$ cat src/rtl/booth_mul_arbiter.sv
// booth_mul_arbiter: two-port round-robin front end sharing one radix-2 Booth multiplier
module booth_mul_arbiter #(
    parameter int WIDTH = 4
) (
    input  logic                 clk,
    input  logic                 rst_n,
    input  logic                 req0_valid,
    output logic                 req0_ready,
    input  logic [WIDTH-1:0]     req0_q,
    input  logic [WIDTH-1:0]     req0_m,
    input  logic                 req1_valid,
    output logic                 req1_ready,
    input  logic [WIDTH-1:0]     req1_q,
    input  logic [WIDTH-1:0]     req1_m,
    output logic                 rsp_valid,
    input  logic                 rsp_ready,
    output logic                 rsp_id,
    output logic [2*WIDTH-1:0]   rsp_result,
    output logic                 busy
);
    localparam int CW = $clog2(WIDTH + 1);
    localparam logic [1:0] IDLE = 2'd0;
    localparam logic [1:0] RUN  = 2'd1;
    localparam logic [1:0] DONE = 2'd2;

    logic [1:0]       state_q, state_d;
    logic             last_q, last_d;
    logic             id_q, id_d;
    logic [WIDTH:0]   a_q, a_d;
    logic [WIDTH-1:0] qr_q, qr_d;
    logic [WIDTH-1:0] m_q, m_d;
    logic             q1_q, q1_d;
    logic [CW-1:0]    cnt_q, cnt_d;
    logic             g0, g1;
    logic [WIDTH:0]   ms, am;

    // Grant, Booth step and next-state computation; A is one bit wider so -M cannot overflow
    always_comb begin
        g0         = req0_valid & (~req1_valid | last_q);
        g1         = req1_valid & ~g0;
        req0_ready = (state_q == IDLE) & g0;
        req1_ready = (state_q == IDLE) & g1;
        ms         = {m_q[WIDTH-1], m_q};
        am         = ({qr_q[0], q1_q} == 2'b10) ? a_q - ms :
                     ({qr_q[0], q1_q} == 2'b01) ? a_q + ms : a_q;
        state_d    = state_q;
        last_d     = last_q;
        id_d       = id_q;
        a_d        = a_q;
        qr_d       = qr_q;
        m_d        = m_q;
        q1_d       = q1_q;
        cnt_d      = cnt_q;
        if (state_q == IDLE) begin
            if (g0 | g1) begin
                qr_d    = g1 ? req1_q : req0_q;
                m_d     = g1 ? req1_m : req0_m;
                id_d    = g1;
                last_d  = g1;
                a_d     = '0;
                q1_d    = 1'b0;
                cnt_d   = CW'(WIDTH);
                state_d = RUN;
            end
        end else if (state_q == RUN) begin
            a_d     = {am[WIDTH], am[WIDTH:1]};
            qr_d    = {am[0], qr_q[WIDTH-1:1]};
            q1_d    = qr_q[0];
            cnt_d   = cnt_q - CW'(1);
            state_d = (cnt_d == '0) ? DONE : RUN;
        end else begin
            state_d = rsp_ready ? IDLE : DONE;
        end
    end

    // Response channel is only driven while a finished product is waiting
    always_comb begin
        rsp_valid  = (state_q == DONE);
        rsp_result = rsp_valid ? {a_q[WIDTH-1:0], qr_q} : '0;
        rsp_id     = rsp_valid & id_q;
        busy       = (state_q != IDLE);
    end

    // State registers; last_grant resets to 1 so requester 0 wins the first contention
    always_ff @(posedge clk or negedge rst_n) begin
        if (!rst_n) begin
            state_q <= IDLE;
            last_q  <= 1'b1;
            id_q    <= 1'b0;
            a_q     <= '0;
            qr_q    <= '0;
            m_q     <= '0;
            q1_q    <= 1'b0;
            cnt_q   <= '0;
        end else begin
            state_q <= state_d;
            last_q  <= last_d;
            id_q    <= id_d;
            a_q     <= a_d;
            qr_q    <= qr_d;
            m_q     <= m_d;
            q1_q    <= q1_d;
            cnt_q   <= cnt_d;
        end
    end
endmodule
$ cat config.mk
export PLATFORM = sky130hd
export DESIGN_NAME = booth_mul_arbiter
export DESIGN_NICKNAME = d
export VERILOG_FILES = /design/src/rtl/booth_mul_arbiter.sv
export SDC_FILE = /design/constraint.sdc
export NUM_CORES = 1
export LEC_CHECK = 0
export CAP_MARGIN = 20
export CORE_AREA = 3 3 59 61
export CTS_CLUSTER_DIAMETER = 60
export DETAILED_ROUTE_END_ITERATION = 7
export DIE_AREA = 0 0 62 64
export GPL_TIMING_DRIVEN = 0
export PLACE_DENSITY_LB_ADDON = 0.2
export SETUP_SLACK_MARGIN = 0.3
export SLEW_MARGIN = 40
export SYNTH_ARGS = -nofsm -noshare
export SYNTH_HDL_FRONTEND = slang
export SYNTH_SLANG_ARGS = --single-unit
$ cat constraint.sdc
create_clock -name clk -period 1.82 [get_ports clk]
set_input_delay 0.182 -clock clk [delete_from_list [all_inputs] [get_ports clk]]
set_output_delay 0.182 -clock clk [all_outputs]
set_load 0.01 [all_outputs]
==> results_dict.tcl, run 1 <==
set metrics [dict create \
    worst-endpoint-arrival_ns 1.91 \
    rows 20 \
    die_y_um 64 \
    path_max_fanout 5 \
    worstReg2RegEnd "a_q[3]$_DFFE_PN0P_" \
    clkTransAtPathRegs_ns 0.13 \
    cts_tree "yes" \
    cts_buffer_depth 2 \
    area_growth_syn_to_layout_pct 47.8 \
    max_slew.worst_pin.slew_ns 0.474 \
    io_pins 34 \
    critPathSlowestCell "dfrtp_2" \
    grt_pass1_wl_um 6070 \
    rsz0062_at_grt "true" \
    path_class "register to register" \
    synth.yosys.seq_area_share 0.349 \
    initial_core_util 0.474 \
    coreArea_mm2 0.00303 \
    seqCellArea_um2 509 \
    synth_nets 189 \
    instances_no_fill 253 \
    yosys_most_used_dff "dfrtp_1" \
    finalNetCount 243 \
    numClockSinks 20 \
    drt_iter0_drc 64 \
    final_core_util 0.701 \
    max_slew_margin 0.684 \
    endpoint "a_q[3]$_DFFE_PN0P_" \
    numCtsBuffers 3 \
    p_per_area_mw_per_mm2 1800 \
    critical_path.endpoint_type "register" \
    hp-class "input pin to register" \
    drtAntennaViolNets 0 \
    multi_input_area_um2 963 \
    startpoint "a_q[0]$_DFFE_PN0P_" \
    wl_per_cell_um 15.2 \
    postSynthAreaPerCell_um2 9.21 \
    clk_latency_ns 0.32 \
    cpPeakStageDelay_ns 0.47 \
    final_max_slew_viol_count 0 \
    final.period_utilization 0.917 \
    clockRootBuffer "clkbuf_4" \
    synth-edff-count 0 \
    track_usage 0.201 \
    final_layout_size_suffix_gt1_frac 0.383 \
    routed_wl_um 3830 \
    hpwl_um 2680 \
    via_count 1343 \
    fp.dieW_um 62 \
    fillers 224 \
    clock.fmax_mhz 599 \
    cts-htree-levels 1 \
    status "finished, final reports clean" \
    globalplace.congestion 0.869 \
    layout.cells.most_common "clkdlybuf4s50_1" \
    synth_seq_cells 20 \
    via_per_inst 5.31 \
    drc 0 \
    synthArstFlopShare 1.00 \
    insertedDiodeCount 0 \
    yosysUniqueCellTypes 46 \
    critPathLaunchType "register" \
    dp.cells 232 \
    cp_data_required_time_ns 2.06 \
    finClkSkew_ns 0.0118 \
    cap_violations 0 \
    layout_common_cells "clkdlybuf4s50_1, buf_4, dfrtp_1" \
    peakVddDrop_mv 1.00 \
    hold_violations 0 \
    grt-ovfl-total 0 \
    die_area_mm2 0.00397 \
    dr.pass1.iters 4 \
    reg2regPathDepth 7 \
    netlist_instances 156 \
    numPortBuffers 32 \
    reg2reg_from "a_q[0]$_DFFE_PN0P_" \
    grt_max_degree 21 \
    antenna_found_initial 0 \
    cp_cell_sequence "inv_1 > ha_2 > fa_2 > inv_2 > a2111oi_4 > a21oi_2 > o221ai_1" \
    yosysWarnings 0 \
    syn_area_mm2 0.00144 \
    p_leak_nw 0.931 \
    setup_violations 0 \
    r2r_setup_slack_ns 0.15 \
    grt_pass1_vias 1343 \
    hold-worst-slack_ns 0.159 \
    period_needed_ns 1.67 \
]
==> through the flow <==
step | power, mW | instance area [µm²] | worst slack [ns] | TNS (ns)
2_1_floorplan | 2.19 | 1440 | 0.287 | 0
3_3_place_gp | 2.60 | 1820 | -0.170 | -0.261
5_1_grt | 4.12 | 2120 | 0.111 | 0
6_report | 3.83 | 2120 | 0.151 | 0
3_5_place_dp | 2.69 | 1810 | -0.197 | -0.720
4_1_cts | 3.41 | 2000 | 0.100 | 0
==> registers in the layout (all words and copies together) (netlist names) <==
name,count
a_q,4
qr_q,4
cnt_q,3
q1_q,1
last_q,1
state_q,2
m_q,4
id_q,1
==> final cells by class <==
type                            instances  area share
Clock buffer                            3      0.0106
Inverter                               13      0.0230
Sequential cell                        20       0.240
Tap cell                               44      0.0259
Clock inverter                          1      0.0141
Timing Repair Buffer                   49       0.199
Multi-Input combinational cell        115       0.454
Buffer                                  8      0.0336
==> cell usage after synthesis (2+ instances only) <==
master	count	share of area
a211oi_1	3	0.016
and2_1	11	0.048
nor2_1	10	0.026
nor2b_1	5	0.022
a22o_1	2	0.012
a22oi_1	3	0.016
xnor2_1	2	0.012
nor3_1	2	0.0070
inv_1	13	0.034
buf_4	2	0.010
nand2b_4	2	0.019
o21ai_1	9	0.031
mux2i_1	7	0.049
o21ai_0	4	0.014
fa_1	2	0.028
a21oi_1	7	0.024
dfrtp_1	19	0.33
nand2_1	12	0.031
ha_1	10	0.087
buf_2	4	0.014
o31ai_1	2	0.010
==> power by group <==
part / internal, mW / leakage, nW / total [mW] / switching (mW)
clock: 0.223 / 0.0279 / 0.375 / 0.152
combinational: 1.29 / 0.665 / 2.56 / 1.27
sequential: 0.683 / 0.238 / 0.896 / 0.213
total: 2.19 / 0.931 / 3.83 / 1.64
==> layer usage <==
metal,share of wire,vias up,GRT usage
li1,-,652,-
met1,0.42,646,0.241
met2,0.52,36,0.358
met3,0.049,9,0.0465
met4,0.015,0,0.0318
met5,0,-,0
==> cell families (layout without fill, tap and decap cells) <==
| group | Yosys count | in the layout | synth area share |
|---|---|---|---|
| multiplexers | 7 | 7 | 0.0488 |
| flip-flops | 20 | 20 | 0.349 |
| XOR/XNOR | 2 | 2 | 0.0122 |
| buffers and inverters | 21 | 74 | 0.0688 |
| adder cells (fa/ha/maj) | 12 | 12 | 0.115 |
| AND/OR/NAND/NOR | 51 | 51 | 0.196 |
| AO/OA/AOI/OAI | 43 | 43 | 0.210 |
==> what timing repair did <==
action | CTS | global route
gates cloned | 0 | 0
buffers inserted | 8 | 8
gates resized for setup | 66 | 25
hold buffers | 1 | 0
hold endpoints to repair | 19 | 0
setup endpoints to repair | 17 | 18
pin swaps | 8 | 7
==> how the worst min path moves through the flow <==
stage               slack (ns)                  from  cells past startpoint                      to
finish                    0.16            req0_valid                      2      last_q$_DFFE_PN1P_
global route              0.17            req0_valid                      2      last_q$_DFFE_PN1P_
floorplan                -0.11                 rst_n                      0      a_q[0]$_DFFE_PN0P_
CTS                       0.15            req0_valid                      2      last_q$_DFFE_PN1P_
detailed placement        0.16                 rst_n                      1  state_q[0]$_DFFE_PN0P_
global placement          0.46  cnt_q[1]$_DFFE_PN0P_                      2    cnt_q[1]$_DFFE_PN0P_
==> critical path, delay by kind of cell (launching register included) <==
kind / cells / cell delay, ns
AOI/OAI and AO/OA: 3 / 0.56
adders and majority gates: 2 / 0.42
buffers and inverters: 2 / 0.12
DFF: 1 / 0.47
No activity file was read; power rests on OpenSTA's default activity.
==> run 2: changes to the inputs <==
--- a/config.mk
+++ b/config.mk
@@ -5,11 +5,13 @@
 export SDC_FILE = /design/constraint.sdc
 export NUM_CORES = 1
 export LEC_CHECK = 0
+export ABC_AREA = 0
 export CAP_MARGIN = 20
-export CORE_AREA = 3 3 59 61
+export CORE_AREA = 3 3 58 60
+export CTS_BUF_LIST = sky130_fd_sc_hd__clkbuf_4 sky130_fd_sc_hd__clkbuf_8
 export CTS_CLUSTER_DIAMETER = 60
 export DETAILED_ROUTE_END_ITERATION = 7
-export DIE_AREA = 0 0 62 64
+export DIE_AREA = 0 0 61 63
 export GPL_TIMING_DRIVEN = 0
 export PLACE_DENSITY_LB_ADDON = 0.2
 export SETUP_SLACK_MARGIN = 0.3
==> run 2 against run 1 <==
Effect of this change:
- power decreased by 0.36%
- flip-flop and latch count is the same
- clock power shrank 27%
- core utilization up 4.8 points
- critical path type is now register to output port
- via count up 3.1%
- hold slack worse by 0.0094 ns
- first-iteration DRC count down 16%
- cell area increased by 5.1%
==> results_dict.tcl, run 2 (synthesized netlist as in run 1, its figures left out) <==
set metrics [dict create \
    hp-class "input pin to register" \
    max_slew.worst_pin.slew_ns 0.458 \
    final_core_util 0.750 \
    numPortBuffers 32 \
    rsz0062_at_grt "true" \
    die_y_um 63 \
    p_sw_frac 0.434 \
    grt_pass1_vias 1369 \
    drc 0 \
    numCtsBuffers 3 \
    finClkSkew_ns 0.00251 \
    place_ws_ns -0.191 \
    cpPeakStageDelay_ns 0.40 \
    coreArea_mm2 0.00298 \
    wl_met1_um 1800 \
    rows 20 \
    path_class "register to output port" \
    final_layout_size_suffix_gt1_frac 0.422 \
    numClockSinks 20 \
    wl_per_cell_um 16.3 \
    clkTransAtPathRegs_ns 0.12 \
    drt_iter0_drc 54 \
    reg2reg_from "m_q[0]$_DFFE_PN0P_" \
    globalplace.congestion 0.829 \
    grt-ovfl-total 0 \
    route.met3.wl_um 140 \
    instances_no_fill 251 \
    seqCellArea_um2 507 \
    cp_num_buf_inv 3 \
    max_slew_margin 0.695 \
    p_per_area_mw_per_mm2 1710 \
    layout.cells.most_common "buf_4" \
    combPwrFrac 0.698 \
    cts_tree "yes" \
    grt_pass1_wl_um 6130 \
    initial_core_util 0.482 \
    fin_area_mm2 0.00223 \
    setup_slack_ns 0.147 \
    dr.pass1.iters 4 \
    cts_buffer_depth 2 \
    top_layer "met4" \
    via_per_inst 5.52 \
    clockRootBuffer "clkbuf_4" \
    critPathSlowestCell "dfrtp_2" \
    io_pins 34 \
    p_seq_frac 0.230 \
    worst-endpoint-arrival_ns 1.49 \
    hold-worst-slack_ns 0.149 \
    p_sw_mw 1.66 \
    via_count 1385 \
    hpwl_um 2610 \
    dp.cells 221 \
    cp_data_required_time_ns 1.64 \
    hold_violations 0 \
    peakVddDrop_mv 0.912 \
    startpoint "state_q[0]$_DFFE_PN0P_" \
    area_growth_syn_to_layout_pct 55.4 \
    power_frac_clock 0.072 \
    cts-htree-levels 1 \
    r2r_setup_slack_ns 0.15 \
    multi_input_area_um2 972 \
    cap_violations 0 \
    die_area_mm2 0.00384 \
    fin_tns_setup_ns 0 \
    cp_cell_sequence "and2b_2 > buf_8 > buf_4 > and2_4 > buf_6" \
    biggestRegsByFlops "a_q: 4 flops, m_q: 4 flops, qr_q: 4 flops" \
    dr_wl_met2_um 2090 \
    p_int_mw 2.16 \
    final.period_utilization 0.919 \
    finalNetCount 252 \
    final_max_slew_viol_count 0 \
    layout_common_cells "buf_4, clkdlybuf4s50_1, dfrtp_1" \
    fillers 199 \
    antenna_found_initial 0 \
    drtAntennaViolNets 0 \
    p_leak_nw 1.01 \
    path_depth 5 \
    setup_violations 0 \
    place_area_mm2 0.00180 \
    finalPower_mw 3.82 \
    cp_top_family "simple AND/OR/NAND/NOR gates" \
    fp.dieW_um 61 \
    clk_latency_ns 0.31 \
    insertedDiodeCount 0 \
    clock.fmax_mhz 598 \
    track_usage 0.208 \
    status "finished, final reports clean" \
    routed_wl_um 4090 \
    endpoint "rsp_result[7]" \
    path_max_fanout 5 \
    reg2regPathDepth 7 \
    critPathLaunchType "register" \
    grt_max_degree 21 \
    worstReg2RegEnd "a_q[1]$_DFFE_PN0P_" \
    critical_path.endpoint_type "output port" \
    period_needed_ns 1.67 \
]
-- run 2: worst min path at each step --
stage          cells past startpoint        from                      to  slack (ns)
2_1_floorplan                      0       rst_n      a_q[0]$_DFFE_PN0P_       -0.11
3_3_place_gp                       2  req0_valid      last_q$_DFFE_PN1P_        0.46
3_5_place_dp                       1       rst_n  state_q[0]$_DFFE_PN0P_        0.15
4_1_cts                            2  req0_valid      last_q$_DFFE_PN1P_        0.15
5_1_grt                            2  req0_valid      last_q$_DFFE_PN1P_        0.17
6_report                           2  req0_valid      last_q$_DFFE_PN1P_        0.15
-- run 2: final cells by class --
class,count,area share
sequential,20,0.227
clock buffer,4,0.0163
buffer,8,0.0348
multi-input combinational,115,0.436
timing repair buffer,58,0.246
tap,33,0.0185
inverter,13,0.0219
-- run 2: routing by layer --
layer	vias up	global-route usage
li1	669	-
met1	679	0.272
met2	30	0.353
met3	7	0.0269
met4	0	0.0515
met5	-	0
-- run 2: what timing repair did --
item | 4_1_cts | 5_1_grt
buffers inserted | 17 | 6
hold endpoints to repair | 19 | 0
cloned | 0 | 2
hold buffers | 1 | 0
setup endpoints to repair | 17 | 21
pin swaps | 7 | 14
gates resized for setup | 63 | 48
-- run 2: worst register-to-register path, stage by stage, from the launching register on --
cell	delay, ns
dfrtp_1	0.44
ha_4	0.18
inv_2	0.04
fa_2	0.36
nor2_4	0.12
a211oi_1	0.08
a21o_1	0.16
a22o_1	0.19
-- run 2: power groups by stage --
stage | Sequential (mW) | Combinational, mW | Clock (mW)
CTS | 0.851 | 2.28 | 0.273
detailed placement | 0.917 | 1.77 | 0
global route | 0.903 | 2.92 | 0.298
floorplan | 0.847 | 1.34 | 0
global placement | 0.905 | 1.72 | 0
finish | 0.879 | 2.66 | 0.275
==> run 3: changes to the inputs <==
--- a/config.mk
+++ b/config.mk
@@ -6,7 +6,7 @@
 export NUM_CORES = 1
 export LEC_CHECK = 0
 export ABC_AREA = 0
-export CAP_MARGIN = 20
+export CAP_MARGIN = 15
 export CORE_AREA = 3 3 58 60
 export CTS_BUF_LIST = sky130_fd_sc_hd__clkbuf_4 sky130_fd_sc_hd__clkbuf_8
 export CTS_CLUSTER_DIAMETER = 60
==> results of run 3 <==
The final DEF is identical to that of run 2; final timing and power are the same.
